$ cat config.mk
export PLATFORM = sky130hd
export DESIGN_NAME = muldiv_ctrl
export DESIGN_NICKNAME = d
export VERILOG_FILES = /design/src/rtl/muldiv_ctrl.sv
export SDC_FILE = /design/constraint.sdc
export NUM_CORES = 2
export LEC_CHECK = 0
export CAP_MARGIN = 5
export CELL_PAD_IN_SITES_DETAIL_PLACEMENT = 1
export CELL_PAD_IN_SITES_GLOBAL_PLACEMENT = 1
export CORE_MARGIN = 8
export CORE_UTILIZATION = 52
export CTS_BUF_LIST = sky130_fd_sc_hd__clkbuf_4
export CTS_CLUSTER_DIAMETER = 30
export DETAILED_ROUTE_END_ITERATION = 8
export GPL_TIMING_DRIVEN = 0
export PLACE_DENSITY_LB_ADDON = 0.1
export SETUP_SLACK_MARGIN = 0.15
export SYNTH_ARGS = -nofsm -noshare
export SYNTH_HDL_FRONTEND = slang
export SYNTH_SLANG_ARGS = --single-unit
$ cat constraint.sdc
create_clock -name clk -period 9.26 [get_ports clk]
set_input_delay 0.926 -clock clk [delete_from_list [all_inputs] [get_ports clk]]
set_output_delay 0.926 -clock clk [all_outputs]
set_load 0.05 [all_outputs]
$ cat src/rtl/muldiv_ctrl.sv
// RV32M sequencer: fixed-latency multiply, 32-step restoring divide, sign fixup.
// Holds busy from accept until the single-cycle done pulse; flush aborts without done.
module muldiv_ctrl #(
  parameter int MUL_CYCLES = 2
) (
  input  logic        clk,
  input  logic        rst,
  input  logic        start,
  input  logic [3:0]  op,
  input  logic [31:0] in1,
  input  logic [31:0] in2,
  input  logic        flush,
  output logic        ready,
  output logic        busy,
  output logic        done,
  output logic [31:0] result
);

  typedef enum logic [2:0] {S_IDLE, S_MUL, S_DIV, S_FIXUP, S_DONE} state_t;

  localparam logic [4:0] MUL_LAST = 5'(MUL_CYCLES - 1);

  state_t      state_q, state_d;
  logic [4:0]  cnt_q, cnt_d;
  logic [1:0]  op_q, op_d;        // bit0: MULH / unsigned divide, bit1: remainder
  logic [31:0] a_q, a_d;          // multiplicand, or dividend shifting into quotient
  logic [31:0] b_q, b_d;          // multiplier, or |divisor|
  logic [32:0] rem_q, rem_d;
  logic        qneg_q, qneg_d;
  logic        rneg_q, rneg_d;
  logic [31:0] result_q, result_d;

  logic signed [63:0] prod;
  logic [32:0]        rem_shift;
  logic [33:0]        diff;
  logic               sgn, a_neg, b_neg;
  logic [31:0]        q_fix, r_fix;

  always_comb begin
    state_d  = state_q;
    cnt_d    = cnt_q;
    op_d     = op_q;
    a_d      = a_q;
    b_d      = b_q;
    rem_d    = rem_q;
    qneg_d   = qneg_q;
    rneg_d   = rneg_q;
    result_d = result_q;

    prod      = $signed(a_q) * $signed(b_q);
    rem_shift = {rem_q[31:0], a_q[31]};
    diff      = {rem_q, a_q[31]} - {2'b00, b_q};
    sgn       = ~op[0];
    a_neg     = sgn & in1[31];
    b_neg     = sgn & in2[31];
    q_fix     = qneg_q ? (~a_q + 32'd1) : a_q;
    r_fix     = rneg_q ? (~rem_q[31:0] + 32'd1) : rem_q[31:0];

    case (state_q)
      S_IDLE: begin
        if (start && op[3:1] >= 3'b101) begin
          op_d  = op[1:0];
          a_d   = in1;
          b_d   = in2;
          cnt_d = 5'd0;
          if (!op[2]) begin
            state_d = S_MUL;
          end else if (in2 == 32'd0) begin
            result_d = op[1] ? in1 : 32'hFFFF_FFFF;
            state_d  = S_DONE;
          end else if (!op[0] && in1 == 32'h8000_0000 && in2 == 32'hFFFF_FFFF) begin
            result_d = op[1] ? 32'd0 : 32'h8000_0000;
            state_d  = S_DONE;
          end else begin
            a_d     = a_neg ? (~in1 + 32'd1) : in1;
            b_d     = b_neg ? (~in2 + 32'd1) : in2;
            rem_d   = 33'd0;
            qneg_d  = a_neg ^ b_neg;
            rneg_d  = a_neg;
            state_d = S_DIV;
          end
        end
      end
      S_MUL: begin
        if (cnt_q == MUL_LAST) begin
          result_d = op_q[0] ? prod[63:32] : prod[31:0];
          state_d  = S_DONE;
        end else begin
          cnt_d = cnt_q + 5'd1;
        end
      end
      S_DIV: begin
        // One restoring step: keep the subtraction only if it did not go negative.
        if (!diff[33]) begin
          rem_d = diff[32:0];
          a_d   = {a_q[30:0], 1'b1};
        end else begin
          rem_d = rem_shift;
          a_d   = {a_q[30:0], 1'b0};
        end
        if (cnt_q == 5'd31) state_d = S_FIXUP;
        else                cnt_d   = cnt_q + 5'd1;
      end
      S_FIXUP: begin
        result_d = op_q[1] ? r_fix : q_fix;
        state_d  = S_DONE;
      end
      S_DONE: state_d = S_IDLE;
      default: state_d = S_IDLE;
    endcase

    if (flush) begin
      state_d  = S_IDLE;
      cnt_d    = 5'd0;
      result_d = result_q;
    end
  end

  always_ff @(posedge clk or posedge rst) begin
    if (rst) begin
      state_q  <= S_IDLE;
      cnt_q    <= 5'd0;
      op_q     <= 2'd0;
      a_q      <= 32'd0;
      b_q      <= 32'd0;
      rem_q    <= 33'd0;
      qneg_q   <= 1'b0;
      rneg_q   <= 1'b0;
      result_q <= 32'd0;
    end else begin
      state_q  <= state_d;
      cnt_q    <= cnt_d;
      op_q     <= op_d;
      a_q      <= a_d;
      b_q      <= b_d;
      rem_q    <= rem_d;
      qneg_q   <= qneg_d;
      rneg_q   <= rneg_d;
      result_q <= result_d;
    end
  end

  assign ready  = (state_q == S_IDLE);
  assign busy   = (state_q != S_IDLE);
  assign done   = (state_q == S_DONE);
  assign result = result_q;

endmodule

# Word-level counts from Yosys, hierarchy flattened
# Cells that the tools add are included.
# classes
eq_ne,19
mul,1
bitwise,11
reduce_logical,17
n_lt_le_gt_ge,1
addsub,6
n_mux,42
# op_table
op,n
32-bit two-way mux,20
33-bit two-way mux,5
"32-bit by 1-bit adder with 32-bit output, second input constant",4
32-bit inverter,4
32-bit case mux with 3 select lines,1
33-bit case mux with 2 select lines,1
"32-bit == test, second input constant",2
32-bit by 32-bit multiplier with 64-bit output,1
32-bit case mux with 2 select lines,1
34-bit by 32-bit subtractor with 34-bit output,1
32-bit logical NOT,1
3-bit two-way mux,7
5-bit two-way mux,4
5-bit case mux with 3 select lines,1
"3-bit inequality test, second input constant",4
3-bit case mux with 4 select lines,1
5-bit AND reduction,2
"2-bit inequality test, second input constant",4
"3-bit by 2-bit == test with 1-bit output, second input constant",2
6-bit AND reduction,1
3-bit nonzero test,2
"5-bit by 1-bit adder with 5-bit output, second input constant",1
"5-bit by 1-bit == test with 1-bit output, second input constant",1
"5-bit == test, second input constant",1
18 further kinds,25
# totals
in_bits,72
word_cells,106
output_inout_bits,35
ff_bits,141

# Logic depth before layout (Yosys ltp)
# depth
depth_word,9
ltp_mapped,30
mapped_depth_nobuf,28

# Worst setup path after synthesis
# OpenSTA, ideal clock, no wires.
# synth_timing
kind,flip-flop to flip-flop
startpoint,reg a_q[31]
endpoint,reg result_q[29] (netlist: result[29])
path_slack_ps,1435
required_time_ps,9131
period_less_slack_ps,7825
path_stages_with_launch,26
t_arrival_ps,7696
path_buffers,2
setup_time_ps,129
cell_sequence,dfrtp_1 -> inv_1 -> buf_1 -> nor2_1 -> fa_1 -> fa_1 -> fa_1 -> fa_1 -> inv_1 -> fa_1 -> inv_1 -> fa_1 -> inv_1 -> fa_1 -> inv_1 -> fa_1 -> ha_1 -> clkbuf_1 -> nand4_1 -> nor3b_1 -> a31oi_1 -> o211ai_1 -> a21oi_1 -> xnor2_1 -> a2111oi_2 -> nor2_1
# synth_between
elab_chain_cells,4
# synth_rtl
element,line_no,source
start: declaration,26,"logic [31:0] a_q, a_d;"
start signal: assignment,124,a_q <= 32'd0;
start signal: assignment,134,a_q <= a_d;
32-bit by 32-bit multiplier with 64-bit output,50,prod = $signed(a_q) * $signed(b_q);
32-bit two-way mux,86,result_d = op_q[0] ? prod[63:32] : prod[31:0];
32-bit two-way mux,85,if (cnt_q == MUL_LAST) begin
32-bit case mux with 3 select lines,59,case (state_q)
end signal: assignment,139,result_q <= result_d;
end: declaration,31,"logic [31:0] result_q, result_d;"
# Every way passes these cells. The select of a mux whose other input is x is not followed.
# A chain may end at the register's enable or synchronous reset.

# Final worst setup path
# layout_timing
startpoint,reg b_q[18]
endpoint,reg result_q[23] (netlist: result[23])
# layout_between
elab_chain_cells,4
# layout_rtl
element,line_no,source
start: declaration,27,"logic [31:0] b_q, b_d;"
start signal: assignment,125,b_q <= 32'd0;
start signal: assignment,135,b_q <= b_d;
32-bit by 32-bit multiplier with 64-bit output,50,
32-bit two-way mux,86,
32-bit two-way mux,85,
32-bit case mux with 3 select lines,59,
# Every way passes these cells. The select of a mux whose other input is x is not followed.

==> out/metrics.yaml <==
drt:
  drc_errors: 0
  top_layer: "met5"
  dr_total_vias: 41400
  drt-vias-per-instance: 6.19
  final_antenna_net_count: 0
  met1_length_um: 81200
  routed_wl_um: 215000
  wl_per_cell_um: 32.2
  dr.pass1.iters: 6
  wl_met2_um: 93100
  met3WireLength_um: 25000
  drtIter0Drc: 4630
clock_network:
  root_buffer: "clkbuf_4"
  htreeDepth: 4
  insertion_delay_ns: 0.66
  cts_sinks: 141
  clock_path_buffers: 2
  clk_pin_slew_ns: 0.17
  cts_made_buffers: 17
  cts_tree: "done"
timing:
  setup_slack_ns: 0.167
  min_period_over_period_pct: 98.2
  hold_viol_final: 0
  maxSlewHeadroom_pct: 14.4
  setup_viol: 0
  clock_skew_ns: 0.0395
  drv_slew: 0
  tightestPinTransition_ns: 1.28
  finalSetupTns_ns: 0
  finalCriticalPeriod_ns: 9.09
  fmax_ghz: 0.110
  rsz0062_at_grt: "no"
logic_synthesis:
  ys_types: 83
  netlist_area_um2: 47500
  synth_top_flop_cell: "dfrtp_1"
  synthArstFlopShare_pct: 100
  synth_edf_count: 0
  ys_ff_latch: 141
  synth_area_leaders: "fa_1, inv_1, dfrtp_1, and2_1, ha_1"
  yosysTopAreaCell: "fa_1"
  synth_warnings: 0
  synth_top_area_share_pct: 45.7
  syn_nets: 6716
  syn_inst: 5336
  synth_area_per_cell_um2: 8.89
  yosysSeqAreaShare_pct: 7.44
global_routing:
  grt_max_degree: 88
  antenna_found_initial: 33
  grt_pass1_vias: 44900
  track_usage_pct: 42.6
  grt_pass1_wl_um: 313000
  grt_overflow: 0
cells_and_area:
  drive_above_1_share_pct: 5.16
  layout.nets: 6848
  final_area_um2: 50900
  syn2layout_area_growth_pct: 7.32
  postLayoutCoreUtil_pct: 55.9
worst_setup_path:
  worstPathArrival_ns: 9.63
  reg2reg_slack_ns: 0.17
  endpoint_kind: "register"
  cp_num_buf_inv: 2
  path_max_fanout: 10
  cp_cell_sequence: "clkbuf_1 -> nand2_1 -> fa_1 -> fa_1 -> inv_1 -> fa_1 -> fa_1 -> fa_1 -> fa_1 -> fa_1 -> fa_1 -> ha_1 -> a21oi_1 -> o21bai_1 -> nor4_2 -> o21ai_0 -> a31oi_2 -> a21oi_2 -> a211oi_2 -> xnor2_1 -> a221oi_2 -> nor2_1"
  crit_path_max_incr_delay_ns: 0.78
  path_class: "reg -> reg"
  path_delay_family: "adder cells"
  r2r_start: "b_q[18]"
  critPathSlowestCell: "dfrtp_1"
  r2r_end: "result[23]"
  startpoint_type: "register"
  reg2regPathDepth: 22
  crit_path_frequent_cell: "fa_1"
  crit_required_ns: 9.80
floorplan:
  core-area_um2: 91100
  die_x_um: 318
  die_area_um2: 101000
  placementRows: 111
  dieHeight_um: 318
  io_pins: 107
  start_util_pct: 52.1
status:
  status: "finished, final reports clean"
worst_hold_path:
  holdPathStages: 2
  hp-start: "result[6]"
  hp-class: "reg -> reg"
  whs_endpoint: "result[6]"
placed_design:
  dp_slack_ns: -1.50
  portBuffers: 103
  dpl.hpwl_um: 182000
  placedInstanceArea_um2: 50000
  place_congestion: 1.04
run:
  max_cap_violations: 0
==> worst max path at each step <==
stage	from	end	slack [ns]	cells past startpoint
after floorplan	a_q[31]	result[29]	1.43	25
after global placement	a_q[0]	result[23]	-1.40	26
after detailed placement	a_q[0]	result[23]	-1.50	26
after CTS	a_q[29]	result[23]	0.06	24
after global routing	b_q[9]	result[23]	0.10	26
final	b_q[18]	result[23]	0.17	22
==> per-layer routing <==
| layer | track usage [%] | up-vias |
|---|---|---|
| met5 | 0 | - |
| met1 | 55.2 | 21700 |
| met4 | 25.7 | 16 |
| met3 | 11.8 | 633 |
| li1 | - | 16600 |
| met2 | 63.6 | 2471 |
==> synthesized netlist by cell type (22+ instances only) <==
master       n
or3_1       29
nor2b_1     22
and2_1     460
a21oi_1    135
a21o_1      42
dfrtp_1    141
buf_1       22
clkbuf_1   273
ha_1       225
nor3_1      27
nand2_1    707
o21ai_0    240
xor2_1     106
o31ai_1     47
nand4_1     40
mux2i_1     32
nor2_1     190
inv_1     1030
fa_1      1083
nand3_1     28
a211oi_1    22
nand2b_1    28
xnor2_1     98
a22oi_1     36
==> cells by family (layout without fill, tap and decap cells) <==
| group | after synthesis | after routing | synth area share (%) |
|---|---|---|---|
| multiplexers | 35 | 35 | 0.746 |
| flip-flops | 141 | 141 | 7.44 |
| AND/OR/NAND/NOR | 1605 | 1605 | 16.4 |
| buffers and inverters | 1338 | 1483 | 10.6 |
| other | 0 | 19 | 0 |
| AO/OA/AOI/OAI | 705 | 705 | 9.36 |
| adder cells (fa/ha/maj) | 1308 | 1308 | 51.6 |
| XOR/XNOR | 204 | 204 | 3.77 |
==> final cells by class <==
type | instances | area [um^2]
inverters | 1033 | 3900
flip-flops and latches | 141 | 3550
plain buffers | 296 | 1470
well taps | 1186 | 1480
diodes | 19 | 47.5
clock inverters | 14 | 135
repair buffers | 122 | 1220
clock buffers | 18 | 135
fillers | 10800 | 40200
multi-input cells | 3857 | 39000
==> sequential cells by signal, summed over array words and instances, names as in the netlist <==
register	count
a_q	32
b_q	32
cnt_q	5
op_q	2
qneg_q	1
rem_q	33
result	32
rneg_q	1
state_q	3
==> per-stage QoR <==
stage	hold slack (ns)	cells
2_1_floorplan	0.461	5336
3_3_place_gp	0.465	6625
3_5_place_dp	0.482	6628
4_1_cts	0.519	6657
5_1_grt	0.545	6669
6_report	0.516	6686
==> tightest hold or removal path: stages (launching register included) <==
cell	delay, ns
dfrtp_1	0.38
nand2_1	0.05
o21ai_0	0.06
==> placed cells by master (no fill, tap or decap), drive strengths merged, types with 32 or more instances in the layout <==
| master | count |
|---|---|
| clkdlybuf4s50 | 103 |
| xnor2 | 98 |
| dfrtp | 141 |
| ha | 225 |
| fa | 1083 |
| nor2 | 190 |
| o31ai | 48 |
| a22oi | 36 |
| a21o | 42 |
| mux2i | 32 |
| buf | 49 |
| nand4 | 40 |
| nand2 | 707 |
| clkbuf | 273 |
| a21oi | 135 |
| inv | 1034 |
| xor2 | 106 |
| o21ai | 243 |
| and2 | 460 |
==> repair_timing <==
item / CTS / global route
hold endpoints to repair: 0 / 0
hold buffers: 0 / 0
resized for setup: 180 / 167
endpoints found under the setup margin: 32 / 22
gates cloned: 0 / 0
pin swaps: 2 / 3
setup buffers: 6 / 10
Power is left out: the tool's default activity adds up to more than one toggle a clock period on the data nets, which glitch-free logic cannot reach.
